--- src/rtl/alu_issue_sequencer.sv ---
`default_nettype none
// =============================================================================
// alu_issue_sequencer : issues one instruction at a time to a combinational ALU
// (IDLE/READ/EXEC/WB) and writes the result back. ALU_SEQ_ZERO_REG_EN makes r0 zero.
// Revision: 1.0
// =============================================================================

package InstructionSetPkg;
  localparam int DataWidth      = 16;
  localparam int ImmediateWidth = 8;

  typedef enum logic [3:0] {
    OP_NOP  = 4'd0,
    OP_MOVE = 4'd1,
    OP_LIL  = 4'd2,
    OP_LIH  = 4'd3,
    OP_ADD  = 4'd4,
    OP_ADC  = 4'd5,
    OP_SUB  = 4'd6,
    OP_AND  = 4'd7,
    OP_OR   = 4'd8,
    OP_XOR  = 4'd9,
    OP_NOT  = 4'd10,
    OP_ROL  = 4'd11,
    OP_ROR  = 4'd12
  } eOperation;

  typedef struct packed {
    logic Carry;
    logic Zero;
    logic Negative;
    logic Parity;
    logic Overflow;
  } sFlags;
endpackage

module alu_issue_sequencer
  import InstructionSetPkg::*;
#(
  parameter  int RegCount     = 8,
  localparam int RegAddrWidth = $clog2(RegCount)
) (
  input  logic                      Clock,
  input  logic                      nReset,
  input  logic                      InstrValid,
  output logic                      InstrReady,
  input  eOperation                 InstrOp,
  input  logic [RegAddrWidth-1:0]   InstrSrc,
  input  logic [RegAddrWidth-1:0]   InstrDest,
  input  logic [ImmediateWidth-1:0] InstrImm,
  output eOperation                 AluOperation,
  output sFlags                     AluInFlags,
  output logic [ImmediateWidth-1:0] AluInImm,
  output logic [DataWidth-1:0]      AluInSrc,
  output logic [DataWidth-1:0]      AluInDest,
  input  logic [DataWidth-1:0]      AluOutDest,
  input  sFlags                     AluOutFlags,
  output logic                      RetireValid,
  output logic [RegAddrWidth-1:0]   RetireDest,
  output logic [DataWidth-1:0]      RetireData,
  output sFlags                     Flags,
  input  logic [RegAddrWidth-1:0]   DbgAddr,
  output logic [DataWidth-1:0]      DbgData
);

  typedef enum logic [1:0] {
    IDLE = 2'd0,
    READ = 2'd1,
    EXEC = 2'd2,
    WB   = 2'd3
  } state_t;

  state_t                    state;
  state_t                    state_next;
  logic                      accept;
  logic                      wb_enable;

  eOperation                 op_latch;
  logic [RegAddrWidth-1:0]   src_latch;
  logic [RegAddrWidth-1:0]   dest_latch;
  logic [ImmediateWidth-1:0] imm_latch;

  logic [DataWidth-1:0]      regs [RegCount];
  logic [DataWidth-1:0]      result_data;
  sFlags                     result_flags;

  function automatic logic [DataWidth-1:0] reg_read(input logic [RegAddrWidth-1:0] addr);
    logic [DataWidth-1:0] value;
    value = regs[addr];
`ifdef ALU_SEQ_ZERO_REG_EN
    if (addr == '0) value = '0;
`endif
    return value;
  endfunction

  // ---------------------------------------------------------------------------
  // Sequencer FSM
  // ---------------------------------------------------------------------------
  always_ff @(posedge Clock) begin
    if (!nReset) state <= IDLE;
    else         state <= state_next;
  end

  always_comb begin
    state_next  = state;
    InstrReady  = 1'b0;
    RetireValid = 1'b0;
    case (state)
      IDLE: begin
        InstrReady = nReset;
        if (InstrValid && nReset) state_next = READ;
      end
      READ: state_next = EXEC;
      EXEC: state_next = WB;
      WB: begin
        RetireValid = 1'b1;
        state_next  = IDLE;
      end
      default: state_next = IDLE;
    endcase
  end

  assign accept = InstrValid && InstrReady;

  // ---------------------------------------------------------------------------
  // Instruction latch
  // ---------------------------------------------------------------------------
  always_ff @(posedge Clock) begin
    if (!nReset) begin
      op_latch   <= eOperation'('0);
      src_latch  <= '0;
      dest_latch <= '0;
      imm_latch  <= '0;
    end else if (accept) begin
      op_latch   <= InstrOp;
      src_latch  <= InstrSrc;
      dest_latch <= InstrDest;
      imm_latch  <= InstrImm;
    end
  end

  // ---------------------------------------------------------------------------
  // ALU operand registers: loaded in READ, held until the next READ
  // ---------------------------------------------------------------------------
  always_ff @(posedge Clock) begin
    if (!nReset) begin
      AluOperation <= eOperation'('0);
      AluInImm     <= '0;
      AluInSrc     <= '0;
      AluInDest    <= '0;
      AluInFlags   <= '0;
    end else if (state == READ) begin
      AluOperation <= op_latch;
      AluInImm     <= imm_latch;
      AluInSrc     <= reg_read(src_latch);
      AluInDest    <= reg_read(dest_latch);
      AluInFlags   <= Flags;
    end
  end

  // ---------------------------------------------------------------------------
  // ALU result capture
  // ---------------------------------------------------------------------------
  always_ff @(posedge Clock) begin
    if (!nReset) begin
      result_data  <= '0;
      result_flags <= '0;
    end else if (state == EXEC) begin
      result_data  <= AluOutDest;
      result_flags <= AluOutFlags;
    end
  end

  // ---------------------------------------------------------------------------
  // Writeback: the only write path into the register file and flags
  // ---------------------------------------------------------------------------
`ifdef ALU_SEQ_ZERO_REG_EN
  assign wb_enable = (state == WB) && (dest_latch != '0);
`else
  assign wb_enable = (state == WB);
`endif

  always_ff @(posedge Clock) begin
    if (!nReset) begin
      for (int i = 0; i < RegCount; i++) regs[i] <= '0;
    end else if (wb_enable) begin
      regs[dest_latch] <= result_data;
    end
  end

  // Flags update on WB even when the data write to r0 is discarded.
  always_ff @(posedge Clock) begin
    if (!nReset)            Flags <= '0;
    else if (state == WB)   Flags <= result_flags;
  end

  assign RetireDest = dest_latch;
  assign RetireData = result_data;
  assign DbgData    = reg_read(DbgAddr);

  a_retire_single_pulse : assert property (
    @(posedge Clock) disable iff (!nReset) RetireValid |=> !RetireValid
  );

endmodule

`default_nettype wire
--- config.mk ---
export PLATFORM = sky130hd
export DESIGN_NAME = alu_issue_sequencer
export DESIGN_NICKNAME = d
export VERILOG_FILES = /design/src/rtl/alu_issue_sequencer.sv
export SDC_FILE = /design/constraint.sdc
export NUM_CORES = 1
export LEC_CHECK = 0
export BUFFER_PORTS_ARGS = -buffer_cell sky130_fd_sc_hd__buf_2
export CAP_MARGIN = 20
export CORE_ASPECT_RATIO = 0.6
export CORE_MARGIN = 2
export CORE_UTILIZATION = 31
export CTS_BUF_LIST = sky130_fd_sc_hd__clkbuf_8 sky130_fd_sc_hd__clkbuf_16
export CTS_CLUSTER_DIAMETER = 200
export DETAILED_ROUTE_END_ITERATION = 10
export HOLD_SLACK_MARGIN = 0.15
export MAX_ROUTING_LAYER = met4
export SLEW_MARGIN = 0
export SYNTH_ARGS = -nofsm -noshare
export SYNTH_HDL_FRONTEND = slang
export SYNTH_SLANG_ARGS = --single-unit
--- constraint.sdc ---
create_clock -name Clock -period 3.4 [get_ports Clock]
set_input_delay 0.51 -clock Clock [delete_from_list [all_inputs] [get_ports Clock]]
set_output_delay 0.51 -clock Clock [all_outputs]
set_load 0.1 [all_outputs]
# Yosys cells after proc, flatten, opt, wreduce, memory -nomap -nowiden
# Memories as Yosys holds them, arrays and structs flattened. A register that Yosys moved wholly into a read port is not among the register bits.
# Cells that the tools add are included.
# classes
eq_ne,4
mux,10
n_reduce_logical,6
# ops
operator,count
16-bit 2-to-1 mux,1
16-bit OR reduction,1
2-bit one-hot mux with 4 select lines,1
1-bit 2-to-1 mux,6
"2-bit equality test, second input constant",2
3-bit 2-to-1 mux,1
"2-bit by 1-bit equality test with 1-bit output, second input constant",1
1-bit logical AND,2
1-bit zero test,2
2-bit zero test,1
2-bit 2-to-1 mux,1
"2-bit inequality test, second input constant",1
# word_totals
regBits,63
n_memories,1
input_bits,45
ramBits,128
out_inout_bits,91
# mem_list
memory,depth,word_bits,read_ports,rd_clocked_by_memory_dff,wr,line,rtl
regs,8,16,3,2,8,83,logic [DataWidth-1:0] regs [RegCount];

# Longest topological paths before layout
# depth
depth_word,6
mapped_depth,8
depth_no_buf,6

# Worst setup path before layout
# Ideal clock, no wire load.
# synth_path
path_type,register to register
start,register state[0]
end,memory regs[7][0] (enable)
slack_ns,0.159
arrival_ns,2.830
required_ns,2.989
stages_incl_launch_ff,5
setup_ns,0.411
synth_period_minus_slack_ns,3.241
path_cell_list,dfxtp_1 -> ha_1 -> buf_4 -> nand2_1 -> o21ai_0
# synth_rtl
element,line,rtl
from (decl),73,state_t state;
from (signal assigned),101,else state <= state_next;
to (decl),83,

# Final worst setup path
# layout_path
start,input DbgAddr[1]
end,output DbgData[11]
# layout_via
elab_chain_len,1
# layout_lines
element,line,rtl
from (decl),62,"input logic [RegAddrWidth-1:0] DbgAddr,"
memory 8 x 16 bit,n/a,
to (decl),63,output logic [DataWidth-1:0] DbgData
# No other way between the ends.

==> key figures <==
Synthesis
  • Unique masters post-synth: 39
  • Avg Cell Area, Syn: 12.5 µm²
  • Number of standard cells after synthesis: between 900 and 1000
  • Top_reg_cell synth: edfxtp_1
  • Synthesized flop and latch total: 223
  • YS warnings: 0
  • Number of nets produced by synthesis: 952
  • EDFF count, synth: between 100 and 150
  • Post-synthesis async set-or-reset flop share: 0%
  • Share of the yosys chip area belonging to registers: 51.0%
  • Synthesized cell area: between 10000 and 15000 µm²

Global routing
  • Vias in the first global route: 7625
  • Total global routing track utilization: 19.0%
  • Remaining Overflow, GRT: 0
  • Global-route wire length before repair: 51900 µm
  • Antenna violations before repair: 0
  • Pin count of the biggest net entering global routing: 65

Die
  • Die width: ~250 µm
  • Core Region: ~36000 µm²
  • Chip Height: 152 µm
  • Starting Density: 31.2%
  • Total I/O pin count: 136
  • Number of standard-cell rows in the floorplan: 54
  • Overall die area: 37900 µm²

Critical path
  • CP delay by family, top: buffers and inverters
  • Buffer and inverter count on the worst path: 3
  • Setup Crit Path Kind: in2out
  • Sequence of cells on the critical path: buf_2, buf_4, mux4_2, mux2_2, buf_2
  • Startpoint Class: input port
  • Library cell contributing the largest single delay on the critical path: buf_4
  • Required time of the worst setup path: between 2 and 3 ns
  • Most used cell along the critical path: buf_2
  • Max FO, Critical Path: 32
  • CP max stage delay: about 0.48 ns
  • WP data arrival: between 2 and 2.5 ns
  • Endpoint kind of the worst setup timing path: output port
  • Flop-to-flop setup slack: 1.14 ns

Clock network
  • Number of CTS-inserted buffers: 24
  • Total number of clock tree sinks: between 200 and 250
  • CTS Buffer Depth: 3
  • Clock slew at reported path FFs: 0.06 ns
  • TritonCTS clock tree: done
  • Clk Latency, worst-skew pair: 0.53 ns
  • Cell at the root of the clock tree: clkbuf_16
  • H-tree depth: 1
  • # resized after CTS: 0
  • Post-CTS repair timing setup buffer count: 0
  • Number of hold buffers added after CTS: 1

Final layout
  • Area grow syn2layout: 17.4%
  • Finished Cell Area: 13200 µm²
  • Fraction of layout cells with a size suffix above 1: between 30 and 40%
  • Most common library cell in the layout ignoring fill and taps: buf_2
  • Post-layout util: 36.7%
  • Ant diodes: 0
  • Top library cells by usage in the layout, fill and taps aside: buf_2 (134), and2_1 (129), edfxtp_1 (128), mux2i_1 (109), dfxtp_1 (93)
  • Non-filler instance count after layout: 1527
  • Net count of the finished layout: 1082

Placed design
  • Routability-driven placement congestion ratio: 0.861
  • Cell area after placement: between 10000 and 15000 µm²
  • Number of placed cells counting well taps: 1482
  • Port Buffer Count: 135
  • Placed wire-length estimate after detailed placement: 23700 µm

Routing
  • Count of vias placed by the detailed router: between 7000 and 8000
  • Routed length on met3: 2740 µm
  • Count of antenna-violating nets left after detailed routing: 0
  • Number of iterations in the first detailed-routing pass: 7
  • Routed metal-1 wirelength: 16700 µm
  • Detailed-route DRC error count: 0
  • Number of design-rule violations left by the first detailed-router iteration: 758
  • Wire length on met2: between 15000 and 20000 µm
  • Mean number of vias per cell: 5.22
  • Average routed wire per standard cell: 23.2 µm
  • Final WL: 35400 µm
  • Uppermost signal routing layer after detailed routing: met4

Pwr
  • Switching power total: 4.63 mW
  • Net switching fraction of the power: 45.1%
  • Ratio of total power to cell area: 776 nW/µm²
  • Internal Dissipation: between 5 and 6 mW
  • Leakage power summed over all cells: 4.98 nW
  • Clock group share of total power: 24.5%
  • Maximum ir drop on the vdd rail: approximately 0.38 mV
  • Share of total power in combinational logic: 40.3%
  • Share of total power in sequential cells: 35.2%

Status
  • Result of the run: completed

Timing
  • Number of hold-slack violations in the final timing report: 0
  • Transition time at the pin with the least slew margin: between 1 and 1.5 ns
  • Timing-limited maximum frequency: 0.385 GHz
  • Setup repair after global routing missed its margin: false
  • Worst slew slack as a fraction of its limit: 22.0%
  • Sum of negative setup slack: 0 ns
  • Slew Viols, Final: 0
  • Post-route clock skew: approximately 0.012 ns
  • Min Tclk post-route: 2.60 ns
  • Final Setup Violations: 0
  • Fin crit share: 76.4%

Hold path
  • Hold Path Class: in2reg

Run
  • Max-cap viol count: 0
-- registers in the layout, summed over array words and instances (netlist names) --
| register | count |
|---|---|
| AluInDest | 16 |
| AluInFlags | 5 |
| AluInImm | 8 |
| AluInSrc | 16 |
| AluOperation | 4 |
| Flags | 5 |
| RetireData | 16 |
| RetireDest | 3 |
| imm_latch | 8 |
| op_latch | 4 |
| regs | 128 |
| result_flags | 5 |
| src_latch | 3 |
| state | 2 |
-- Yosys cell counts (15+ instances only) --
| master | n | area (µm²) |
|---|---|---|
| clkbuf_1 | 34 | 128 |
| a21oi_1 | 27 | 135 |
| mux4_2 | 42 | 946 |
| edfxtp_1 | 128 | 3840 |
| o21ai_0 | 53 | 265 |
| nand2_1 | 42 | 158 |
| mux2_2 | 59 | 664 |
| mux2i_1 | 109 | 1090 |
| dfxtp_1 | 95 | 1900 |
| and2_1 | 129 | 807 |
| nor2b_1 | 46 | 288 |
| nor2_1 | 15 | 56.3 |
-- cell families (layout without fill, tap and decap cells) --
kind of cell	count (synthesis)	in the layout	share of synthesized area (%)
AOI/OAI and AO/OA	145	145	8.30
adders and majority gates	4	4	0.444
buffers and inverters	73	221	3.73
DFF	223	223	51.0
muxes	210	210	24.0
and+or+nand+nor	248	248	12.6
-- metal layers --
layer | track usage, % | vias to the layer above
li1 | - | 3625
met1 | 27.5 | 3988
met2 | 27.5 | 312
met3 | 3.62 | 49
met4 | 4.28 | 0
met5 | - | -
-- power groups by stage --
stage                     clock network [mW]  logic, mW  registers [mW]
after global routing                    2.69       4.31            3.67
final                                   2.52       4.14            3.61
after global placement                     0       4.11            3.66
after detailed placement                   0       4.14            3.68
after floorplan                            0       1.70            5.19
after CTS                               2.59       4.15            3.62
-- worst paths after layout --
| check | start | to | cells after the start |
|---|---|---|---|
| hold / removal | InstrDest[0] | RetireDest[0] | 3 |
| setup / recovery | DbgAddr[1] | DbgData[11] | 5 |
| hold reg to reg | imm_latch[0] | imm_latch[0] | 2 |
| setup reg to reg | RetireDest[0] | regs[5][8] | 4 |
-- worst register-to-register path, stage by stage (launching register included) --
cell,delay [ns]
dfxtp_1,0.82
nand2_1,0.26
nor3_2,0.18
nand2b_1,0.46
buf_12,0.24
-- layout make-up --
type	instances	area [µm²]
repair buffers	174	1010
flip-flops and latches	223	5750
inverters	3	11.3
multi-input cells	607	5120
clock inverters	15	65.1
fillers	3577	22800
clock buffers	29	681
well taps	476	596
-- through the flow --
stage / worst slack (ns) / power [mW] / hold WS [ns]
after detailed placement: 0.812 / 7.82 / 0.453
after floorplan: 0.159 / 6.89 / 0.436
final: 0.803 / 10.3 / 0.177
after CTS: 0.794 / 10.4 / 0.151
after global placement: 0.833 / 7.77 / 0.444
after global routing: 0.760 / 10.7 / 0.161
Power figures use the tool's default switching activity.
